`src/rtl/prime_candidate_sieve_pkg.sv`:
```
// ============================================================================
// Module : prime_sieve_pkg
// Brief  : Shared types and constants for the prime candidate sieve.
// Rev    : 1.0  initial release
// ============================================================================
`default_nettype none

package prime_sieve_pkg;

    localparam int REM_W      = 5;
    localparam int MAX_PRIMES = 8;

    // Entry [0] is the first prime tried.
    localparam logic [MAX_PRIMES-1:0][REM_W-1:0] SIEVE_PRIMES = {
        5'd23, 5'd19, 5'd17, 5'd13, 5'd11, 5'd7, 5'd5, 5'd3
    };

    typedef enum logic [2:0] {
        IDLE  = 3'd0,
        LOAD  = 3'd1,
        DIV   = 3'd2,
        CHECK = 3'd3,
        OUT   = 3'd4
    } state_e;

endpackage

`default_nettype wire

```
`src/rtl/prime_candidate_sieve_if.sv`:
```
// ============================================================================
// Module : prime_candidate_sieve_if
// Brief  : Control and candidate-stream bundle of the prime candidate sieve.
// Rev    : 1.0  initial release
// ============================================================================
`default_nettype none

interface prime_candidate_sieve_if #(
    parameter int WIDTH = 64
) ();

    logic             start;
    logic             stop;
    logic [WIDTH-1:0] seed;
    logic             busy;
    logic [WIDTH-1:0] cand;
    logic             cand_valid;
    logic             cand_ready;
    logic             exhausted;

    modport master (
        input  start, stop, seed, cand_ready,
        output busy, cand, cand_valid, exhausted
    );

    modport slave (
        output start, stop, seed, cand_ready,
        input  busy, cand, cand_valid, exhausted
    );

endinterface

`default_nettype wire

```
`src/rtl/prime_candidate_sieve_serial_mod_small.sv`:
```
// ============================================================================
// Module : serial_mod_small
// Brief  : Bit-serial remainder of an MSB-first operand modulo a 5-bit prime.
// Rev    : 1.0  initial release
// ============================================================================
`default_nettype none

module serial_mod_small
    import prime_sieve_pkg::*;
(
    input  wire logic             clk,
    input  wire logic             rst,
    input  wire logic             clr_i,
    input  wire logic             en_i,
    input  wire logic             bit_i,
    input  wire logic [REM_W-1:0] prime_i,
    output logic      [REM_W-1:0] rem_o
);

    logic [REM_W-1:0] rem_q, rem_d;
    logic [REM_W:0]   w_shift;
    logic [REM_W:0]   w_prime_ext;

    // rem < prime keeps 2*rem+1 below 2*prime, so one subtraction suffices.
    always_comb begin
        w_shift     = {rem_q, bit_i};
        w_prime_ext = {1'b0, prime_i};
        rem_d       = rem_q;
        if (clr_i) begin
            rem_d = '0;
        end else if (en_i) begin
            if (w_shift >= w_prime_ext) begin
                rem_d = REM_W'(w_shift - w_prime_ext);
            end else begin
                rem_d = w_shift[REM_W-1:0];
            end
        end
    end

    always_ff @(posedge clk) begin
        if (rst) begin
            rem_q <= '0;
        end else begin
            rem_q <= rem_d;
        end
    end

    assign rem_o = rem_q;

endmodule

`default_nettype wire

```
`src/rtl/prime_candidate_sieve.sv`:
```
// ============================================================================
// Module : prime_candidate_sieve
// Brief  : Walks odd integers from a seed, trial-divides by small primes and
//          streams survivors. Optional macro SIEVE_STATS_EN adds reject_cnt.
// Rev    : 1.0  initial release
// ============================================================================
`default_nettype none

module prime_candidate_sieve
    import prime_sieve_pkg::*;
#(
    parameter int WIDTH      = 64,
    parameter int NUM_PRIMES = 8
) (
    input  wire logic                clk,
    input  wire logic                rst,
    prime_candidate_sieve_if.master  bus
`ifdef SIEVE_STATS_EN
    ,
    output logic [31:0]              reject_cnt
`endif
);

    localparam int CNT_W = $clog2(WIDTH);
    localparam int IDX_W = 3;

    state_e             state_q, state_d;
    logic [WIDTH-1:0]   cur_q, cur_d;
    logic [IDX_W-1:0]   idx_q, idx_d;
    logic [CNT_W-1:0]   cnt_q, cnt_d;
    logic               exh_q, exh_d;

    logic [REM_W-1:0]   w_prime;
    logic [REM_W-1:0]   w_rem;
    logic               w_mod_clr;
    logic               w_mod_en;
    logic [CNT_W-1:0]   w_bit_idx;
    logic [WIDTH-1:0]   w_cur_inc;
    logic               w_cur_ovf;
    logic               w_rem_hit;

    assign w_prime   = SIEVE_PRIMES[idx_q];
    assign w_bit_idx = CNT_W'(WIDTH - 1) - cnt_q;
    assign {w_cur_ovf, w_cur_inc} = {1'b0, cur_q} + (WIDTH + 1)'(2);
    // A prime equal to the candidate itself must not reject it.
    assign w_rem_hit = (w_rem == '0) && (cur_q != WIDTH'(w_prime));

    serial_mod_small u_mod (
        .clk     (clk),
        .rst     (rst),
        .clr_i   (w_mod_clr),
        .en_i    (w_mod_en),
        .bit_i   (cur_q[w_bit_idx]),
        .prime_i (w_prime),
        .rem_o   (w_rem)
    );

    always_comb begin
        state_d   = state_q;
        cur_d     = cur_q;
        idx_d     = idx_q;
        cnt_d     = cnt_q;
        exh_d     = 1'b0;
        w_mod_clr = 1'b0;
        w_mod_en  = 1'b0;

        case (state_q)
            IDLE: begin
                if (bus.start) begin
                    cur_d   = (bus.seed >= WIDTH'(3)) ? (bus.seed | WIDTH'(1)) : WIDTH'(3);
                    state_d = LOAD;
                end
            end
            LOAD: begin
                idx_d     = '0;
                cnt_d     = '0;
                w_mod_clr = 1'b1;
                state_d   = DIV;
            end
            DIV: begin
                w_mod_en = 1'b1;
                cnt_d    = cnt_q + CNT_W'(1);
                if (cnt_q == CNT_W'(WIDTH - 1)) begin
                    state_d = CHECK;
                end
            end
            CHECK: begin
                w_mod_clr = 1'b1;
                cnt_d     = '0;
                if (w_rem_hit) begin
                    if (w_cur_ovf) begin
                        exh_d   = 1'b1;
                        state_d = IDLE;
                    end else begin
                        cur_d   = w_cur_inc;
                        state_d = LOAD;
                    end
                end else if (idx_q == IDX_W'(NUM_PRIMES - 1)) begin
                    state_d = OUT;
                end else begin
                    idx_d   = idx_q + IDX_W'(1);
                    state_d = DIV;
                end
            end
            OUT: begin
                if (bus.cand_ready) begin
                    if (w_cur_ovf) begin
                        exh_d   = 1'b1;
                        state_d = IDLE;
                    end else begin
                        cur_d   = w_cur_inc;
                        state_d = LOAD;
                    end
                end
            end
            default: state_d = IDLE;
        endcase

        // Abort outranks any handshake or exhaustion in the same cycle.
        if (state_q != IDLE && bus.stop) begin
            state_d = IDLE;
            cur_d   = cur_q;
            exh_d   = 1'b0;
        end
    end

    always_ff @(posedge clk) begin
        if (rst) begin
            state_q <= IDLE;
            cur_q   <= '0;
            idx_q   <= '0;
            cnt_q   <= '0;
            exh_q   <= 1'b0;
        end else begin
            state_q <= state_d;
            cur_q   <= cur_d;
            idx_q   <= idx_d;
            cnt_q   <= cnt_d;
            exh_q   <= exh_d;
        end
    end

    assign bus.busy       = (state_q != IDLE);
    assign bus.cand_valid = (state_q == OUT);
    assign bus.cand       = cur_q;
    assign bus.exhausted  = exh_q;

`ifdef SIEVE_STATS_EN
    logic [31:0] rej_q;
    logic        w_reject;

    assign w_reject = (state_q == CHECK) && w_rem_hit && !bus.stop;

    always_ff @(posedge clk) begin
        if (rst) begin
            rej_q <= '0;
        end else if (state_q == IDLE && bus.start) begin
            rej_q <= '0;
        end else if (w_reject && rej_q != '1) begin
            rej_q <= rej_q + 32'd1;
        end
    end

    assign reject_cnt = rej_q;
`endif

endmodule

`default_nettype wire

```
`src/flat_wrapper.sv`:
```
// flat-port wrapper written by rule: the top's interface ports become plain ports
module prime_candidate_sieve_flat import prime_sieve_pkg::*;
#(
    parameter int WIDTH      = 64,
    parameter int NUM_PRIMES = 8
)
  (clk, rst, bus_start, bus_stop, bus_seed, bus_cand_ready, bus_busy, bus_cand, bus_cand_valid, bus_exhausted);
  prime_candidate_sieve_if #(.WIDTH(WIDTH)) bus_i ();
  input  wire logic clk;
  input  wire logic rst;
  input wire logic [$bits(bus_i.start)-1:0] bus_start;
  input wire logic [$bits(bus_i.stop)-1:0] bus_stop;
  input wire logic [$bits(bus_i.seed)-1:0] bus_seed;
  input wire logic [$bits(bus_i.cand_ready)-1:0] bus_cand_ready;
  output wire logic [$bits(bus_i.busy)-1:0] bus_busy;
  output wire logic [$bits(bus_i.cand)-1:0] bus_cand;
  output wire logic [$bits(bus_i.cand_valid)-1:0] bus_cand_valid;
  output wire logic [$bits(bus_i.exhausted)-1:0] bus_exhausted;
  assign bus_i.start = bus_start;
  assign bus_i.stop = bus_stop;
  assign bus_i.seed = bus_seed;
  assign bus_i.cand_ready = bus_cand_ready;
  assign bus_busy = bus_i.busy;
  assign bus_cand = bus_i.cand;
  assign bus_cand_valid = bus_i.cand_valid;
  assign bus_exhausted = bus_i.exhausted;
  prime_candidate_sieve #(.WIDTH(WIDTH), .NUM_PRIMES(NUM_PRIMES)) u_core (.clk(clk), .rst(rst), .bus(bus_i));
endmodule
```
`config.mk`:
```
export PLATFORM = sky130hd
export DESIGN_NAME = prime_candidate_sieve_flat
export DESIGN_NICKNAME = d
export VERILOG_FILES = /design/src/rtl/prime_candidate_sieve_pkg.sv /design/src/rtl/prime_candidate_sieve_if.sv /design/src/rtl/prime_candidate_sieve_serial_mod_small.sv /design/src/rtl/prime_candidate_sieve.sv /design/src/flat_wrapper.sv
export SDC_FILE = /design/constraint.sdc
export NUM_CORES = 1
export LEC_CHECK = 0
export ABC_AREA = 0
export CAP_MARGIN = 20
export CORE_ASPECT_RATIO = 1.4
export CORE_MARGIN = 2
export CORE_UTILIZATION = 52
export DETAILED_ROUTE_END_ITERATION = 10
export GPL_ROUTABILITY_DRIVEN = 0
export PLACE_DENSITY = 0.78
export SYNTH_ARGS = -nofsm -noshare
export SYNTH_HDL_FRONTEND = slang
export SYNTH_SLANG_ARGS = --single-unit
```
`constraint.sdc`:
```
create_clock -name clk -period 4.3 [get_ports clk]
set_input_delay 1.29 -clock clk [delete_from_list [all_inputs] [get_ports clk]]
set_output_delay 1.29 -clock clk [all_outputs]
set_load 0.02 [all_outputs]
```
==> impl_metrics.xml <==
<?xml version="1.0" encoding="UTF-8"?>
<metrics>
  <group name="outcome">
    <metric name="status" unit="">complete, no violations</metric>
  </group>
  <group name="global_route">
    <metric name="grt.overflow.total" unit="">0</metric>
    <metric name="antenna_violations_before_repair" unit="">0</metric>
    <metric name="grt_use_met1" unit="">0.452</metric>
    <metric name="global_route.usage.total" unit="">0.355</metric>
    <metric name="grt.met3_usage" unit="">0.0690</metric>
    <metric name="grt_most_used_layer" unit="">met2</metric>
    <metric name="grt_util_met2" unit="">0.560</metric>
    <metric name="grt_pass1_wl" unit="µm">36000</metric>
    <metric name="grt_pass1_vias" unit="">6911</metric>
    <metric name="maximum_number_of_pins_on_one_net_before_global_route_repair" unit="">70</metric>
  </group>
  <group name="detailed_routing">
    <metric name="avgViaCountPerCell" unit="">7.05</metric>
    <metric name="route.vias.total" unit="">7467</metric>
    <metric name="final_antenna_net_count" unit="">0</metric>
    <metric name="routedWlPerCell" unit="µm">21.5</metric>
    <metric name="finalWirelength" unit="µm">22800</metric>
    <metric name="initialDrtViolationCount" unit="">859</metric>
    <metric name="drc_errors" unit="">0</metric>
    <metric name="dr.pass1.iters" unit="">6</metric>
  </group>
  <group name="power_and_ir_drop">
    <metric name="max-vdd-ir-drop" unit="V">0.000197</metric>
    <metric name="power_per_cell_area" unit="mW/mm²">307</metric>
    <metric name="power.leakage" unit="nW">2.69</metric>
  </group>
  <group name="clock_tree">
    <metric name="postCtsHoldBufs" unit="">0</metric>
    <metric name="cts_setup_buffers" unit="">0</metric>
    <metric name="tritoncts" unit="">done</metric>
    <metric name="clkSlewWorstSetupHoldPaths" unit="ns">0.06</metric>
    <metric name="numCtsBuffers" unit="">9</metric>
    <metric name="tritoncts_num_sinks" unit="">86</metric>
    <metric name="clock_latency" unit="ns">0.35</metric>
    <metric name="cts-htree-levels" unit="">3</metric>
    <metric name="max-clock-path-buffers" unit="">2</metric>
    <metric name="post_cts_resized" unit="">0</metric>
    <metric name="clock-root-buffer" unit="">sky130_fd_sc_hd__clkbuf_16</metric>
  </group>
  <group name="timing">
    <metric name="final_max_slew_viol_count" unit="">0</metric>
    <metric name="worst_pin_slew" unit="ns">0.819</metric>
    <metric name="setup-tns-final" unit="ns">0</metric>
    <metric name="final_cycle_share" unit="">0.882</metric>
    <metric name="finalHoldWorstSlack" unit="ns">0.527</metric>
    <metric name="timing.final.ws_setup" unit="ns">0.508</metric>
    <metric name="grt_setup_unrepaired" unit="">no</metric>
    <metric name="finalSetupViolations" unit="">0</metric>
    <metric name="fin_worst_skew" unit="ns">0.00695</metric>
    <metric name="max_freq" unit="GHz">0.264</metric>
    <metric name="post-route-min-period" unit="ns">3.79</metric>
    <metric name="timing_hold_violations_final" unit="">0</metric>
    <metric name="slew_headroom" unit="">0.454</metric>
  </group>
  <group name="synth">
    <metric name="synth_area_leaders" unit="">sky130_fd_sc_hd__dfxtp_1, sky130_fd_sc_hd__a21oi_1, sky130_fd_sc_hd__nand2_1, sky130_fd_sc_hd__o21ai_0, sky130_fd_sc_hd__mux4_2</metric>
    <metric name="synth_largest_area_cell" unit="">sky130_fd_sc_hd__dfxtp_1</metric>
    <metric name="summed_instance_area_of_the_synthesized_netlist" unit="mm²">0.00624</metric>
    <metric name="postSynthCellCount" unit="">812</metric>
    <metric name="cell_with_the_most_instances_after_synthesis" unit="">sky130_fd_sc_hd__a21oi_1</metric>
    <metric name="netlist-cell-type-count" unit="">70</metric>
    <metric name="synth-edff-count" unit="">0</metric>
    <metric name="synth.avg_cell_area" unit="µm²">7.68</metric>
    <metric name="synth.yosys.warnings" unit="">0</metric>
    <metric name="asyncSetResetFlopFracSynth" unit="">0</metric>
    <metric name="synthTopCellsByCount" unit="">sky130_fd_sc_hd__a21oi_1, sky130_fd_sc_hd__dfxtp_1, sky130_fd_sc_hd__nand2_1, sky130_fd_sc_hd__nor2_1, sky130_fd_sc_hd__o21ai_0</metric>
    <metric name="ys_seq_elements" unit="">86</metric>
    <metric name="synth_top_area_share" unit="">0.276</metric>
    <metric name="synth_fp_nets" unit="">895</metric>
    <metric name="sequential_area_share_after_synthesis" unit="">0.276</metric>
    <metric name="synth_top_flop_cell" unit="">sky130_fd_sc_hd__dfxtp_1</metric>
  </group>
  <group name="setup_path">
    <metric name="r2r_end" unit="">u_core.u_mod.rem_o[3]</metric>
    <metric name="critical_path_class" unit="">in -&gt; reg</metric>
    <metric name="critical_path.endpoint_type" unit="">register</metric>
    <metric name="cp_data_arrival_time" unit="ns">3.99</metric>
    <metric name="start_kind" unit="">input pin</metric>
    <metric name="startpoint_of_the_worst_slack_reg_to_reg_timing_path" unit="">u_core.cnt_q[0]</metric>
    <metric name="cp.required" unit="ns">4.50</metric>
    <metric name="timing.critical_path.fanout_max" unit="">17</metric>
    <metric name="reg2reg_setup_slack" unit="ns">0.54</metric>
    <metric name="r2r_cells" unit="">14</metric>
  </group>
  <group name="flow_run">
    <metric name="cap_viol_max_count" unit="">0</metric>
  </group>
  <group name="die">
    <metric name="fp.dieW" unit="µm">96.6</metric>
    <metric name="placementRows" unit="">47</metric>
    <metric name="initial_utilization" unit="">0.530</metric>
    <metric name="core" unit="mm²">0.0118</metric>
    <metric name="die-area" unit="mm²">0.0129</metric>
    <metric name="num_io_pins" unit="">136</metric>
    <metric name="die_y" unit="µm">134</metric>
  </group>
  <group name="placed_design">
    <metric name="port_buffers" unit="">135</metric>
    <metric name="dp.final_hpwl" unit="µm">16200</metric>
    <metric name="detailedPlace.worstSlack" unit="ns">0.289</metric>
    <metric name="detailed_place.area" unit="mm²">0.00763</metric>
  </group>
  <group name="final_layout">
    <metric name="post-route-cell-area" unit="mm²">0.00795</metric>
    <metric name="flow.area_growth_from_synthesis" unit="%">27.5</metric>
    <metric name="finish.net_count" unit="">990</metric>
    <metric name="fill_cells" unit="">971</metric>
    <metric name="drive_above_1_share" unit="">0.0636</metric>
    <metric name="antenna-diode-count" unit="">0</metric>
  </group>
  <group name="worst_hold_path">
    <metric name="whs_path_depth" unit="">2</metric>
    <metric name="whs_endpoint" unit="">u_core.u_mod.rem_o[2]</metric>
    <metric name="hold_path_startpoint" unit="">u_core.u_mod.rem_o[2]</metric>
    <metric name="worstHoldPathType" unit="">reg -&gt; reg</metric>
  </group>
</metrics>
routing by layer:
layer  vias up  part of all wire  routed length (µm)
li1       3306                 -                   -
met1      3513              0.36                8270
met2       537              0.47               10800
met3       111              0.11                2430
met4         0             0.055                1260
met5         -                 0                   0
logic make-up (layout without fill, tap and decap cells):
kind of cell    after synthesis  after routing  share of synthesized area
xor+xnor                     15             15                     0.0211
mux                          25             25                     0.0785
fa+ha+maj                    14             14                     0.0293
compound gates              256            256                      0.263
flops                        86             86                      0.276
buf+inv                      80            180                     0.0526
simple gates                336            336                      0.280
worst max-delay path, cell delays in order:
cell and delay [ns]:
sky130_fd_sc_hd__clkdlybuf4s50_1 0.49, sky130_fd_sc_hd__nor4_1 0.59, sky130_fd_sc_hd__nand4_1 0.31, sky130_fd_sc_hd__nor4_1 0.35, sky130_fd_sc_hd__a21oi_2 0.25, sky130_fd_sc_hd__buf_4 0.26, sky130_fd_sc_hd__a221oi_1 0.36, sky130_fd_sc_hd__nor3_1 0.08
cell type report:
cell class	count	area, µm²	area share
sequential	86	1720	0.217
timing repair buffer	147	1470	0.185
tap	147	184	0.0231
clock inverter	5	58.8	0.00740
inverter	17	63.8	0.00803
clock buffer	11	243	0.0305
multi-input combinational	646	4210	0.529
stage by stage:
step | std cells | power, W | util
3_5_place_dp | 1042 | 0.00163 | 0.649
3_3_place_gp | 1042 | 0.00162 | 0.649
2_1_floorplan | 812 | 0.00131 | -
5_1_grt | 1059 | 0.00253 | 0.676
6_report | 1059 | 0.00244 | 0.676
4_1_cts | 1058 | 0.00243 | 0.674
worst max-delay path by stage:
stage                        startpoint  cells after the start                     to  slack [ns]
floorplan           u_core.bus.cand[48]                     13  u_core.u_mod.rem_o[3]        1.07
CTS                     u_core.cnt_q[0]                     14  u_core.u_mod.rem_o[3]        0.54
global route            u_core.cnt_q[0]                     14  u_core.u_mod.rem_o[3]        0.31
global placement           bus_seed[12]                      8     u_core.bus.cand[6]        0.33
finish                     bus_seed[12]                      8     u_core.bus.cand[5]        0.51
detailed placement         bus_seed[12]                      8    u_core.bus.cand[12]        0.29
power breakdown:
part	leakage, nW	switching, W	internal [W]
Combinational	1.85	0.000323	0.000305
Sequential	0.706	0.000147	0.000860
Clock	0.142	0.000339	0.000466
Total	2.69	0.000809	0.00163
registers in the layout, indices dropped and copies added, names as in the netlist:
register / count
u_core.bus.cand: 64
u_core.bus.exhausted: 1
u_core.cnt_q: 6
u_core.idx_q: 3
u_core.state_q: 3
u_core.u_mod.prime_i: 4
u_core.u_mod.rem_o: 5
layout by cell type, fill, tap and decap left out, types with 18 or more instances in the layout:
cell                              count
sky130_fd_sc_hd__nor2_1              58
sky130_fd_sc_hd__nor3_1              30
sky130_fd_sc_hd__nand4_1             22
sky130_fd_sc_hd__dfxtp_1             86
sky130_fd_sc_hd__clkdlybuf4s50_1    134
sky130_fd_sc_hd__a211oi_1            18
sky130_fd_sc_hd__nor4_1              35
sky130_fd_sc_hd__o21ai_0             55
sky130_fd_sc_hd__nand2_1             79
sky130_fd_sc_hd__a21oi_1             89
sky130_fd_sc_hd__nand3_1             35
Power figures use the tool's default switching activity.
